$ cat config.mk
export PLATFORM = sky130hd
export DESIGN_NAME = execute
export DESIGN_NICKNAME = d
export VERILOG_FILES = /design/src/rtl/cpu_types.sv /design/src/rtl/muldiv_unit.sv /design/src/rtl/execute.sv
export SDC_FILE = /design/constraint.sdc
export NUM_CORES = 2
export LEC_CHECK = 0
export CAP_MARGIN = 20
export CELL_PAD_IN_SITES_DETAIL_PLACEMENT = 0
export CELL_PAD_IN_SITES_GLOBAL_PLACEMENT = 1
export CORE_MARGIN = 3
export CORE_UTILIZATION = 47
export CTS_CLUSTER_DIAMETER = 50
export DETAILED_ROUTE_END_ITERATION = 12
export GPL_TIMING_DRIVEN = 0
export PLACE_DENSITY = 0.85
export SYNTH_ARGS = -nofsm -noshare
export SYNTH_HDL_FRONTEND = slang
export SYNTH_HIERARCHICAL = 1
export SYNTH_SLANG_ARGS = --single-unit
$ cat constraint.sdc
create_clock -name clk -period 11 [get_ports clk]
set_input_delay 1.1 -clock clk [delete_from_list [all_inputs] [get_ports clk]]
set_output_delay 1.1 -clock clk [all_outputs]
set_load 0.02 [all_outputs]
$ cat src/rtl/cpu_types.sv
// Shared pipeline types for the RV32 core: instruction fields, stage status and execute-stage encodings.
// No logic; types, state constants and small op-classification helpers only.
// Consumed by execute, muldiv_unit and the neighbouring pipeline stages.
package cpu_types;

    typedef enum logic [3:0] {
        ALU_ADD, ALU_SUB, ALU_SLL, ALU_SLT, ALU_SLTU,
        ALU_XOR, ALU_SRL, ALU_SRA, ALU_OR, ALU_AND
    } alu_op_t;

    typedef enum logic {
        SRC_REG, SRC_IMM
    } alu_src_t;

    typedef enum logic [3:0] {
        MD_NONE, MUL, MULH, MULHSU, MULHU, DIV, DIVU, REM, REMU
    } muldiv_op_t;

    // Multiply/divide FSM encoding kept as plain constants for legacy tooling.
    typedef logic [1:0] muldiv_state_t;
    localparam muldiv_state_t IDLE = 2'd0;
    localparam muldiv_state_t BUSY = 2'd1;
    localparam muldiv_state_t DONE = 2'd2;

    typedef struct packed {
        logic [4:0]  rd;
        logic [31:0] immediate;
        alu_op_t     alu_op;
        alu_src_t    alu_b_src;
        muldiv_op_t  muldiv_op;
    } instruction_t;

    typedef struct packed {
        logic        valid;
        logic [31:0] address;
        logic [31:0] data;
    } stage_data_t;

    typedef struct packed {
        logic         valid;
        logic         ready;
        instruction_t instruction;
        logic [31:0]  pc;
        logic [31:0]  reg_rd1;
        logic [31:0]  reg_rd2;
        stage_data_t  data;
    } stage_status_t;

    function automatic logic md_is_div(input muldiv_op_t op);
        return (op == DIV) || (op == DIVU) || (op == REM) || (op == REMU);
    endfunction

    function automatic logic md_is_rem(input muldiv_op_t op);
        return (op == REM) || (op == REMU);
    endfunction

    function automatic logic md_signed_a(input muldiv_op_t op);
        return (op == MUL) || (op == MULH) || (op == MULHSU) || (op == DIV) || (op == REM);
    endfunction

    // MULHSU takes its second operand as unsigned.
    function automatic logic md_signed_b(input muldiv_op_t op);
        return (op == MUL) || (op == MULH) || (op == DIV) || (op == REM);
    endfunction

endpackage

$ cat src/rtl/muldiv_unit.sv
// RV32M multiply/divide engine working on operand magnitudes with a final sign fix-up.
// Latency: DIV*/REM* 1+32 cycles then DONE; MUL* 1+1 (FAST_MUL) or 1+32; div-by-0/overflow go straight to DONE.
// No backpressure of its own: the result is shown for exactly one DONE cycle; flush returns to IDLE.
module muldiv_unit
    import cpu_types::*;
#(
    parameter int FAST_MUL = 1
) (
    input  logic        clk,
    input  logic        rst,
    input  logic        flush,
    input  logic        start,
    input  muldiv_op_t  op,
    input  logic [31:0] a,
    input  logic [31:0] b,
    output logic        busy,
    output logic        done,
    output logic [31:0] result
);

    muldiv_state_t state;
    logic [4:0]    count;
    muldiv_op_t    op_lat;
    logic          sign_a;
    logic          sign_b;
    logic [31:0]   acc_hi;      // remainder (div) or product high half (mul)
    logic [31:0]   acc_lo;      // quotient/dividend (div) or multiplier/product low half (mul)
    logic [31:0]   opb_mag;     // |divisor| or |multiplicand|

    logic          sa, sb, special, fin;
    logic [31:0]   mag_a, mag_b, special_res;
    logic [32:0]   rem_sh, diff, mul_sum;
    logic [31:0]   next_hi, next_lo, quo, rem;
    logic [63:0]   fast_prod, prod, prod_fix;
    logic [31:0]   fixed;

    assign busy = (state == BUSY);
    assign done = (state == DONE);

    // Operand capture terms: signs, magnitudes and the cases that need no iteration.
    always_comb begin
        sa          = md_signed_a(op) & a[31];
        sb          = md_signed_b(op) & b[31];
        mag_a       = sa ? (32'd0 - a) : a;
        mag_b       = sb ? (32'd0 - b) : b;
        special     = 1'b0;
        special_res = 32'd0;
        if (md_is_div(op)) begin
            if (b == 32'd0) begin
                special     = 1'b1;
                special_res = md_is_rem(op) ? a : 32'hFFFF_FFFF;
            end else if (md_signed_a(op) && (a == 32'h8000_0000) && (b == 32'hFFFF_FFFF)) begin
                special     = 1'b1;
                special_res = md_is_rem(op) ? 32'd0 : 32'h8000_0000;
            end
        end
    end

    // One radix-2 step (restoring divide or shift-add multiply) and the signed result selection.
    always_comb begin
        rem_sh  = {acc_hi, acc_lo[31]};
        diff    = rem_sh - {1'b0, opb_mag};
        mul_sum = {1'b0, acc_hi} + (acc_lo[0] ? {1'b0, opb_mag} : 33'd0);
        if (md_is_div(op_lat)) begin
            next_hi = diff[32] ? rem_sh[31:0] : diff[31:0];
            next_lo = {acc_lo[30:0], ~diff[32]};
        end else begin
            next_hi = mul_sum[32:1];
            next_lo = {mul_sum[0], acc_lo[31:1]};
        end
        fast_prod = 64'(acc_lo) * 64'(opb_mag);
        fin       = (state == BUSY) &&
                    (((FAST_MUL != 0) && !md_is_div(op_lat)) || (count == 5'd31));
        prod      = ((FAST_MUL != 0) && !md_is_div(op_lat)) ? fast_prod : {next_hi, next_lo};
        prod_fix  = (sign_a ^ sign_b) ? (64'd0 - prod) : prod;
        quo       = (sign_a ^ sign_b) ? (32'd0 - next_lo) : next_lo;
        rem       = sign_a ? (32'd0 - next_hi) : next_hi;
        case (op_lat)
            MUL:                 fixed = prod_fix[31:0];
            MULH, MULHSU, MULHU: fixed = prod_fix[63:32];
            DIV, DIVU:           fixed = quo;
            REM, REMU:           fixed = rem;
            default:             fixed = 32'd0;
        endcase
    end

    // FSM, iteration counter and datapath registers; flush abandons any operation in flight.
    always_ff @(posedge clk or posedge rst) begin
        if (rst) begin
            state   <= IDLE;
            count   <= 5'd0;
            op_lat  <= MD_NONE;
            sign_a  <= 1'b0;
            sign_b  <= 1'b0;
            acc_hi  <= 32'd0;
            acc_lo  <= 32'd0;
            opb_mag <= 32'd0;
            result  <= 32'd0;
        end else if (flush) begin
            state <= IDLE;
        end else begin
            case (state)
                IDLE: begin
                    if (start) begin
                        op_lat <= op;
                        sign_a <= sa;
                        sign_b <= sb;
                        count  <= 5'd0;
                        if (special) begin
                            result <= special_res;
                            state  <= DONE;
                        end else begin
                            acc_hi  <= 32'd0;
                            acc_lo  <= mag_a;
                            opb_mag <= mag_b;
                            state   <= BUSY;
                        end
                    end
                end
                BUSY: begin
                    acc_hi <= next_hi;
                    acc_lo <= next_lo;
                    count  <= count + 5'd1;
                    if (fin) begin
                        result <= fixed;
                        state  <= DONE;
                    end
                end
                DONE:    state <= IDLE;
                default: state <= IDLE;
            endcase
        end
    end

endmodule

$ cat src/rtl/execute.sv
// Execute stage: single-cycle ALU plus the multi-cycle RV32M unit, feeding memory_access.
// Latency: ALU ops 0 cycles; muldiv ops as muldiv_unit (result in its DONE cycle).
// Backpressure: stage_out.ready low while a muldiv op is pending; flush or rst force ready high.
module execute
    import cpu_types::*;
#(
    parameter int FAST_MUL = 1
) (
    input  logic          clk,
    input  logic          rst,
    input  logic          flush,
    input  stage_status_t stage_in,
    output stage_status_t stage_out
);

    logic        is_md, md_start, md_busy, md_done;
    logic [31:0] op_a, op_b, alu_res, md_result;

    assign is_md    = (stage_in.instruction.muldiv_op != MD_NONE);
    assign md_start = stage_in.valid & is_md & ~flush;

    // Operand selection and the combinational ALU.
    always_comb begin
        op_a = stage_in.reg_rd1;
        op_b = (stage_in.instruction.alu_b_src == SRC_IMM) ? stage_in.instruction.immediate
                                                            : stage_in.reg_rd2;
        case (stage_in.instruction.alu_op)
            ALU_ADD:  alu_res = op_a + op_b;
            ALU_SUB:  alu_res = op_a - op_b;
            ALU_SLL:  alu_res = op_a << op_b[4:0];
            ALU_SLT:  alu_res = {31'd0, $signed(op_a) < $signed(op_b)};
            ALU_SLTU: alu_res = {31'd0, op_a < op_b};
            ALU_XOR:  alu_res = op_a ^ op_b;
            ALU_SRL:  alu_res = op_a >> op_b[4:0];
            ALU_SRA:  alu_res = $unsigned($signed(op_a) >>> op_b[4:0]);
            ALU_OR:   alu_res = op_a | op_b;
            ALU_AND:  alu_res = op_a & op_b;
            default:  alu_res = 32'd0;
        endcase
    end

    muldiv_unit #(
        .FAST_MUL (FAST_MUL)
    ) u_muldiv (
        .clk    (clk),
        .rst    (rst),
        .flush  (flush),
        .start  (md_start),
        .op     (stage_in.instruction.muldiv_op),
        .a      (op_a),
        .b      (op_b),
        .busy   (md_busy),
        .done   (md_done),
        .result (md_result)
    );

    // Output assembly: pass-through fields, then valid/ready and the result word.
    always_comb begin
        stage_out              = stage_in;
        stage_out.valid        = stage_in.valid & ~flush & ~rst & (~is_md | md_done);
        stage_out.ready        = rst | flush | md_done | ~((stage_in.valid & is_md) | md_busy);
        stage_out.data.data    = is_md ? md_result : alu_res;
        stage_out.data.address = stage_in.valid ? {27'd0, stage_in.instruction.rd} : 32'd0;
        stage_out.data.valid   = stage_out.valid;
    end

endmodule
# Word-level counts from Yosys, hierarchy flattened
# Index checks and enable logic that the tools add are counted.
[word_totals]
ramBits = 0
wordCells = 154
regBits = 141
latchBits = 0
in_bits = 212
mem_bits_ro = 0
output_inout_bits = 209
memories = 0
[classes]
shift = 3
n_eq_ne = 35
reduce_logical = 32
n_addsub = 10
div_mod_pow = 0
muxes = 40
n_mul = 1
order_cmp = 2
n_bitwise = 22
[ops]
columns = ["cell", "n"]
rows = [
  ["two-way mux 32 bit", 22],
  ["one-hot mux 32 bit (10 select lines)", 1],
  ["one-hot mux 32 bit (2 select lines)", 3],
  ["two-way mux 64 bit", 2],
  ["one-hot mux 32 bit (4 select lines)", 1],
  ["subtractor 1 x 32 -> 32 bit, first input constant", 4],
  ["== test 32 bit, second input constant", 2],
  ["less-than comparator 32 bit", 2],
  ["multiplier 32 x 32 -> 64 bit", 1],
  ["subtractor 1 x 64 -> 64 bit, first input constant", 1],
  ["== test 4 x 3 -> 1 bit, second input constant", 11],
  ["adder 32 x 33 -> 33 bit", 1],
  ["subtractor 33 x 32 -> 33 bit", 1],
  ["adder 32 bit", 1],
  ["AND 32 bit", 1],
  ["logical NOT 32 bit", 1],
  ["OR 32 bit", 1],
  ["left shift 32 x 5 -> 32 bit", 1],
  [">> shifter 32 x 5 -> 32 bit", 1],
  [">>> shifter 32 x 5 -> 32 bit", 1],
  ["subtractor 32 bit", 1],
  ["bitwise XOR 32 bit", 1],
  ["== test 4 x 2 -> 1 bit, second input constant", 6],
  ["== test 4 bit, second input constant", 4],
  ["31 further kinds", 74],
]

# Longest topological paths before layout
[logic_depth]
depth_word = 14
ltp_mapped = 33
mapped_depth_nobuf = 30

# Hierarchy
# Netlist, hierarchy kept.
[modules_own_cells]
columns = ["module", "instances", "area_per_inst_um2", "cells_per_inst", "seq_area_each_um2"]
rows = [
  ["muldiv_unit", 1, 51415.6, 6220, 3528.4],
  ["execute", 1, 11016.8, 1637, 0.0],
]

# Worst setup path before layout
# No wires, ideal clock.
[synth_path]
path_kind = "register to register"
from = "register u_muldiv.acc_lo[16]"
to = "register u_muldiv.result[26]"
period_less_slack_ns = 8.473
setup_time_ns = 0.119
arrival_time_ns = 8.355
required_time_ns = 10.881
setup_slack_ns = 2.527
n_path_buf = 3
stages_incl_launch_ff = 32
path_cell_list = "dfrtp_1 -> clkbuf_1 -> clkbuf_1 -> and2_1 -> fa_1 -> inv_1 -> fa_1 -> fa_1 -> fa_1 -> inv_1 -> fa_1 -> inv_1 -> fa_1 -> inv_1 -> fa_1 -> fa_1 -> ha_1 -> buf_2 -> a21oi_1 -> o21ai_0 -> a221oi_4 -> a21oi_1 -> or3_1 -> a31oi_2 -> and2_1 -> and4_4 -> nand2_1 -> or4_1 -> o31a_1 -> xnor2_1 -> o221ai_1 -> o21a_1"
[synth_between]
elab_chain_len = 7
elab_cells_between_ends = 10
cone_classes = "2 x add/sub; 1 x mul; 7 x mux"
[synth_lines]
columns = ["item", "line", "text"]
rows = [
  ["from (decl)", "muldiv_unit.sv:27", "logic [31:0] acc_lo;"],
  ["from (signal assigned)", "muldiv_unit.sv:114", "acc_lo <= mag_a;"],
  ["from (signal assigned)", "muldiv_unit.sv:122", "acc_lo <= next_lo;"],
  ["multiplier 32 x 32 -> 64 bit or two-way mux 32 bit (tied branches)", "muldiv_unit.sv:71, muldiv_unit.sv:64", ""],
  ["two-way mux 64 bit", "muldiv_unit.sv:74", "prod = ((FAST_MUL != 0) && !md_is_div(op_lat)) ? fast_prod : {next_hi, next_lo};"],
  ["subtractor 1 x 64 -> 64 bit", "muldiv_unit.sv:75", "prod_fix = (sign_a ^ sign_b) ? (64'd0 - prod) : prod;"],
  ["two-way mux 64 bit", "muldiv_unit.sv:75", ""],
  ["one-hot mux 32 bit (4 select lines) *", "muldiv_unit.sv:78", "case (op_lat)"],
  ["two-way mux 32 bit *", "muldiv_unit.sv:124", "if (fin) begin"],
  ["one-hot mux 32 bit (2 select lines) *", "muldiv_unit.sv:102", "case (state)"],
  ["to (signal assigned)", "muldiv_unit.sv:110", "result <= special_res;"],
  ["to (signal assigned)", "muldiv_unit.sv:125", "result <= fixed;"],
  ["to (decl)", "muldiv_unit.sv:18", "output logic [31:0] result"],
]
# Every way passes the cells marked *; elsewhere a longest branch is shown, timed or not. The select of a mux whose other input is x is not followed.
# A chain may end at the register's enable or synchronous reset.

# Final worst setup path
[layout_path]
from = "register u_muldiv.opb_mag[10]"
to = "register u_muldiv.result[31]"
[layout_between]
elab_chain_len = 9
elab_cells_between_ends = 18
cone_classes = "5 x add/sub; 1 x mul; 11 x mux; 1 x bitwise"
[layout_lines]
columns = ["item", "line", "text"]
rows = [
  ["from (decl)", "muldiv_unit.sv:28", "logic [31:0] opb_mag;"],
  ["from (signal assigned)", "muldiv_unit.sv:115", "opb_mag <= mag_b;"],
  ["branches (longest 6 deep; another with multiplier 32 x 32 -> 64 bit)", "-", ""],
  ["one-hot mux 32 bit (4 select lines) *", "muldiv_unit.sv:78", ""],
  ["two-way mux 32 bit *", "muldiv_unit.sv:124", ""],
  ["one-hot mux 32 bit (2 select lines) *", "muldiv_unit.sv:102", ""],
]
# Every way passes the cells marked *. The select of a mux whose other input is x is not followed.

==> flow_summary.toml <==
[synthesis]
synth.avg_cell_area_sq_um = 7.95
synth_edf_count = 0
yosys_warnings = 6
yosysTopAreaCell = "fa_1"
synth_flop_cell = "dfrtp_1"
syn_area_sq_mm = 0.0624
synth_cell_type_count = 124
seq_area_frac_synth_pct = 5.65
synth-seq-cells = 141
synth_area_leaders = "fa_1, ha_1, and2_1"
synth_top_area_share_pct = 28.8
async_flop_share_pct = 100
synthCells = 7857

[clock_network]
clk_pin_slew_ps = 70
clk_latency_ps = 490
cts.sinks = 141
h-tree-depth = 4
clock-root-buffer = "clkbuf_16"
tritoncts.num_buffers = 17
cts_buffer_depth = 2
hold_buffers = 0
cts_tree = "built"

[critical_path]
slowest_delay_ps = 900
critPathMaxFanout = 10
critPathLaunchType = "flip-flop"
cp_slowest_cell = "clkdlybuf4s15_1"
reg2regPathDepth = 29
cp.arrival_ps = 11640
cp.required_ps = 11330
worstSetupEndpointType = "flip-flop"
crit_type = "reg2reg"
crit_top_cell = "fa_1"

[timing]
tightest_slew_ps = 1320
post-route-period-util_pct = 103
skew_ps = 17.9
slew_viol_final = 0
min_period_ps = 11300
holdWs_ps = 516
fmax_mhz = 88.5
finalHoldViolCount = 0
timing.final.ws_setup_ps = -301
max-slew-margin-rel_pct = 11.8
finalSetupViolations = 1

[detailed_routing]
first_iter_violations = 9083
wirelength_mm = 333
ant_nets = 0
wire_per_inst_um = 33.2
drc = 0
drt_pre_antenna_iters = 10
viasPerCell = 6.51
via_count = 65300

[global_routing]
antenna_found_initial = 38
grt_pass1_wl_mm = 466
grt-ovfl-total = 0
track_usage_pct = 47.7
grt_max_degree = 87
grt_pass1_vias = 63100

[finish]
drive_above_1_share_pct = 7.37
most-common-layout-cells = "inv_1, nand2_1, fa_1, and2_1, a21oi_1"
syn_to_final_growth_pct = 11.2
layout_commonest_cell = "inv_1"
fillers = 12700
finish.net_count = 9784

[placed_design]
port_buffers = 293
gp_congestion = 1.19
place_hpwl_mm = 279

[floorplan]
die_w_um = 370
io_pins = 421
die_h_um = 370
initial_core_util_pct = 47.4
die_area_sq_mm = 0.137
core_area_sq_mm = 0.132
rows = 133

[outcome]
violations = "setup timing"
outcome = "complete, but fails checks"

[run]
max-cap-violations = 0

[min_path]
worstHoldPathCells = 2
hold_class = "reg2reg"
[registers in the layout (all words and copies together) (netlist names)]
name / cells
u_muldiv/acc_hi: 32
u_muldiv/sign_a: 1
u_muldiv/acc_lo: 32
u_muldiv/op_lat: 4
u_muldiv/count: 5
u_muldiv/sign_b: 1
u_muldiv/result: 32
u_muldiv/opb_mag: 32
u_muldiv/state: 2
[cell families after synthesis]
logic type / count (synthesis) / synth area share (%)
xor+xnor: 287 / 4.03
compound gates: 1601 / 16.9
buf+inv: 1696 / 11.6
other cells: 1 / 0.00601
simple gates: 2596 / 20.7
flops: 141 / 5.65
fa+ha+maj: 1334 / 37.5
mux: 201 / 3.57
[worst max-delay path, delay by kind of cell, from the launching register on]
family	cells	cell delay, ps
adder cells (fa/ha/maj)	9	3690
AO/OA/AOI/OAI	10	3340
AND/OR/NAND/NOR	4	1550
buffers and inverters	5	1440
flip-flops	1	840
XOR/XNOR	1	250
[through the flow]
stage	cells	utilization (%)	setup slack, ps	area (sq um)	setup TNS [ps]
4_1_cts	10000	52.5	-14.1	69100	-14.1
3_5_place_dp	9981	52.0	-1460	68400	-15180
2_1_floorplan	7883	-	2530	62500	0
6_report	10000	52.8	-301	69500	-301
3_3_place_gp	9931	51.4	-1930	67700	-22540
5_1_grt	10000	52.7	-27.9	69400	-48.0
[layout make-up]
class	count	area [sq um]	area share, %
diodes	30	75.1	0.108
plain buffers	660	3480	5.02
clock buffers	18	439	0.632
clock inverters	13	176	0.254
inverters	1017	3830	5.51
multi-input cells	6046	51800	74.6
flip-flops and latches	141	3550	5.11
well taps	1755	2200	3.16
repair buffers	355	3890	5.61
[Yosys cell counts (55+ instances only)]
library cell,number
nor3_1,145
a31oi_1,62
a21o_1,73
fa_1,898
a221oi_1,55
mux2i_1,172
buf_4,183
a21oi_1,441
clkbuf_1,399
o21ai_0,330
o31ai_1,59
nand4_1,74
nand2_1,908
and2_1,623
nand3_1,99
inv_1,1012
o211ai_1,64
nor2_1,433
dfrtp_1,141
xor2_1,110
xnor2_1,177
ha_1,436
[worst paths after layout]
kind                                 startpoint                    to  slack [ps]
min in group asynchronous                   rst     u_muldiv/state[0]        1120
max in group asynchronous                   rst  u_muldiv/opb_mag[15]        8920
hold / removal               u_muldiv/result[7]    u_muldiv/result[7]         520
hold reg to reg              u_muldiv/result[7]    u_muldiv/result[7]         520
setup / recovery           u_muldiv/opb_mag[10]   u_muldiv/result[31]        -300
setup reg to reg           u_muldiv/opb_mag[10]   u_muldiv/result[31]        -300
[layer usage]
layer / vias to the layer above / global-route usage (%) / share of wire [%]
met4: 22 / 34.6 / 9.5
li1: 26600 / - / -
met1: 32100 / 57.8 / 35
met5: - / 0.783 / 0.054
met3: 1398 / 19.3 / 15
met2: 5196 / 68.2 / 41
[repair_timing]
item / CTS / global route
gates resized for setup: 47 / 134
setup buffers: 0 / 2
gates cloned: 0 / 0
setup endpoints to repair: 27 / 14
Power is not shown: default switching activity piles up to over one toggle a cycle in this logic, so the estimate is an artifact.
==> variant: new RTL, same settings <==
`FAST_MUL` is set to 1 in 2 places; all go to 0. Comments in the files are not updated.
--- a/src/rtl/muldiv_unit.sv
+++ b/src/rtl/muldiv_unit.sv
@@ -6,3 +6,3 @@
 #(
-    parameter int FAST_MUL = 1
+    parameter int FAST_MUL = 0
 ) (
--- a/src/rtl/execute.sv
+++ b/src/rtl/execute.sv
@@ -6,3 +6,3 @@
 #(
-    parameter int FAST_MUL = 1
+    parameter int FAST_MUL = 0
 ) (
Behaviour: not the same (a bounded check fails within 4 cycles, from zero or initial values and one cycle with rst high).
==> variant against the unedited design <==
  * Setup slack gained 2.6 ns
  * Routed wire length shrank 59%
  * Sequential cell count is the same
  * Area after synthesis shrank 58%
  * Clock skew shrank 0.0074 ns
  * Count of clock-buffer cells in the layout grew 4
  * Final cell count shrank 53%
  * Register-to-register slack gained 4.0 ns
  * Cell area shrank 56%
Power is left out: it rests on default switching activity, and per cell area and clock period it moved more than threefold.
==> variant: results (changes against the unedited design) <==
stage	metric	value	unit	change
drt	drt-pass1-iter-count	7		was 10
clock_network	insertion_delay	0.45	ns	was 0.49 ns
final_layout	n_antenna_cell	0		was 30
drt	wl_per_cell	28.8	um	was 33.2 um
global_route	grt_max_degree	81		was 87
final_layout	fin_nets	4384		was 9784
setup_path	reg2reg_setup_slack	3.71	ns	was -0.30 ns
global_route	grt_pass1_wl	192	mm	was 466 mm
synth	synth_common_cells	nor2_1 (360), a21oi_1 (348), nand2_1 (320), o21ai_0 (259), buf_4 (175)		was inv_1 (1012), nand2_1 (908), fa_1 (898), and2_1 (623), a21oi_1 (441)
clock_network	cts.clk_slew.worst_paths	0.06	ns	
setup_path	worstReg2RegStart	u_muldiv/acc_lo[31]		was u_muldiv/opb_mag[10]
setup_path	slowest_stage	buf_1		was clkdlybuf4s15_1
drt	met3_wirelength	13.7	mm	was 49.7 mm
drt	wl_met1	50.9	mm	was 117 mm
synth	synth-adder-area-share	8.55	%	was 37.5%
global_route	antenna_found_initial	1		was 38
placed_design	io_buffers	294		was 293
setup_path	ff2ff_path_depth	24		was 29
synth	muxShareOfSynthArea	8.37	%	was 3.57%
global_route	grt_pass1_vias	28738		was 63.1k
setup_path	reg2reg_to	u_muldiv/result[30]		was u_muldiv/result[31]
sta	fin_skew	0.0105	ns	was 0.0179 ns
drt	drtIter0Drc	4220		was 9083
min_path	hold_path_end	u_muldiv/count[4]		was u_muldiv/result[7]
synth	synth_xor_area_share	7.15	%	was 4.03%
setup_path	path_delay_family	buffers and inverters		was adder cells
synth	synth.distinct_cells	109		was 124
sta	slew_headroom	17.6	%	was 11.8%
final_layout	fillers	5475		was 12.7k
setup_path	cp.arrival	7.61	ns	was 11.64 ns
placed_design	gp_congestion	1.09		was 1.19
setup_path	slowest_delay	0.93	ns	was 0.90 ns
run_status	status	finished clean		was finished, violations left
min_path	hp-start	u_muldiv/count[4]		was u_muldiv/result[7]
drt	vias	31285		was 65.3k
global_route	track_usage	44.6	%	was 47.7%
synth	synth.area.top_cells	dfrtp_1 (14%), ha_1 (8.2%), a21oi_1 (6.7%)		was fa_1 (29%), ha_1 (8.7%), and2_1 (6.2%)
min_path	whs_path_depth	1		was 2
placed_design	dp_hpwl	108	mm	was 279 mm
final_layout	drive_gt1_share	9.43	%	was 7.37%
clock_network	cts_resized	0		was 47
clock_network	numCtsBuffers	17		unchanged
drt	dr_wl_met2	58.6	mm	was 135 mm
clock_network	htree_levels	4		unchanged
synth	ys_seq_area_share	13.6	%	was 5.65%
clock_network	root_buffer	clkbuf_16		unchanged
synth	synth_compound_area_share	30.6	%	was 16.9%
==> variant: cell count changes in the layout (fill, tap and decap cells not counted), moves of 71 or more <==
cell | before | now
a21oi_1 | 440 | 348
nor2_1 | 431 | 360
ha_1 | 436 | 171
clkbuf_2 | 78 | 0
clkbuf_1 | 301 | 148
nand2_1 | 908 | 320
inv_1 | 1011 | 159
fa_1 | 898 | 4
and2_1 | 623 | 53
==> variant: metal layers <==
metal  global-route usage [%]  vias up
met5                        0        -
met1                     55.8    14807
met3                     7.45      497
li1                         -    13843
met2                     68.9     2136
met4                     33.3        2
==> variant: metrics by stage <==
stage | hold slack (ns) | std cells | setup WS, ns | instance area, um2 | utilization (%)
global placement | 0.478 | 4667 | 2.42 | 29900 | 55.1
detailed placement | 0.484 | 4673 | 2.59 | 29900 | 55.2
finish | 0.504 | 4705 | 2.29 | 30500 | 56.3
floorplan | 0.450 | 3677 | 4.82 | 26000 | -
CTS | 0.495 | 4704 | 2.58 | 30500 | 56.2
global route | 0.519 | 4705 | 2.25 | 30500 | 56.3
==> variant: worst max path at each step <==
stage,start,endpoint,cells past startpoint
detailed placement,stage_in[165],stage_out[0],16
floorplan,stage_in[165],stage_out[27],17
finish,stage_in[165],stage_out[0],16
CTS,stage_in[165],stage_out[0],16
global route,stage_in[165],stage_out[0],17
global placement,stage_in[165],u_muldiv/acc_lo[0],19
==> variant: layout make-up <==
type	count	area, um2	share of cell area, %
sequential	141	3530	11.6
clock buffer	22	474	1.55
multi-input combinational	2966	19600	64.2
buffer	405	2320	7.59
clock inverter	9	87.6	0.287
tap	696	871	2.85
timing repair buffer	301	3030	9.92
inverter	165	624	2.05
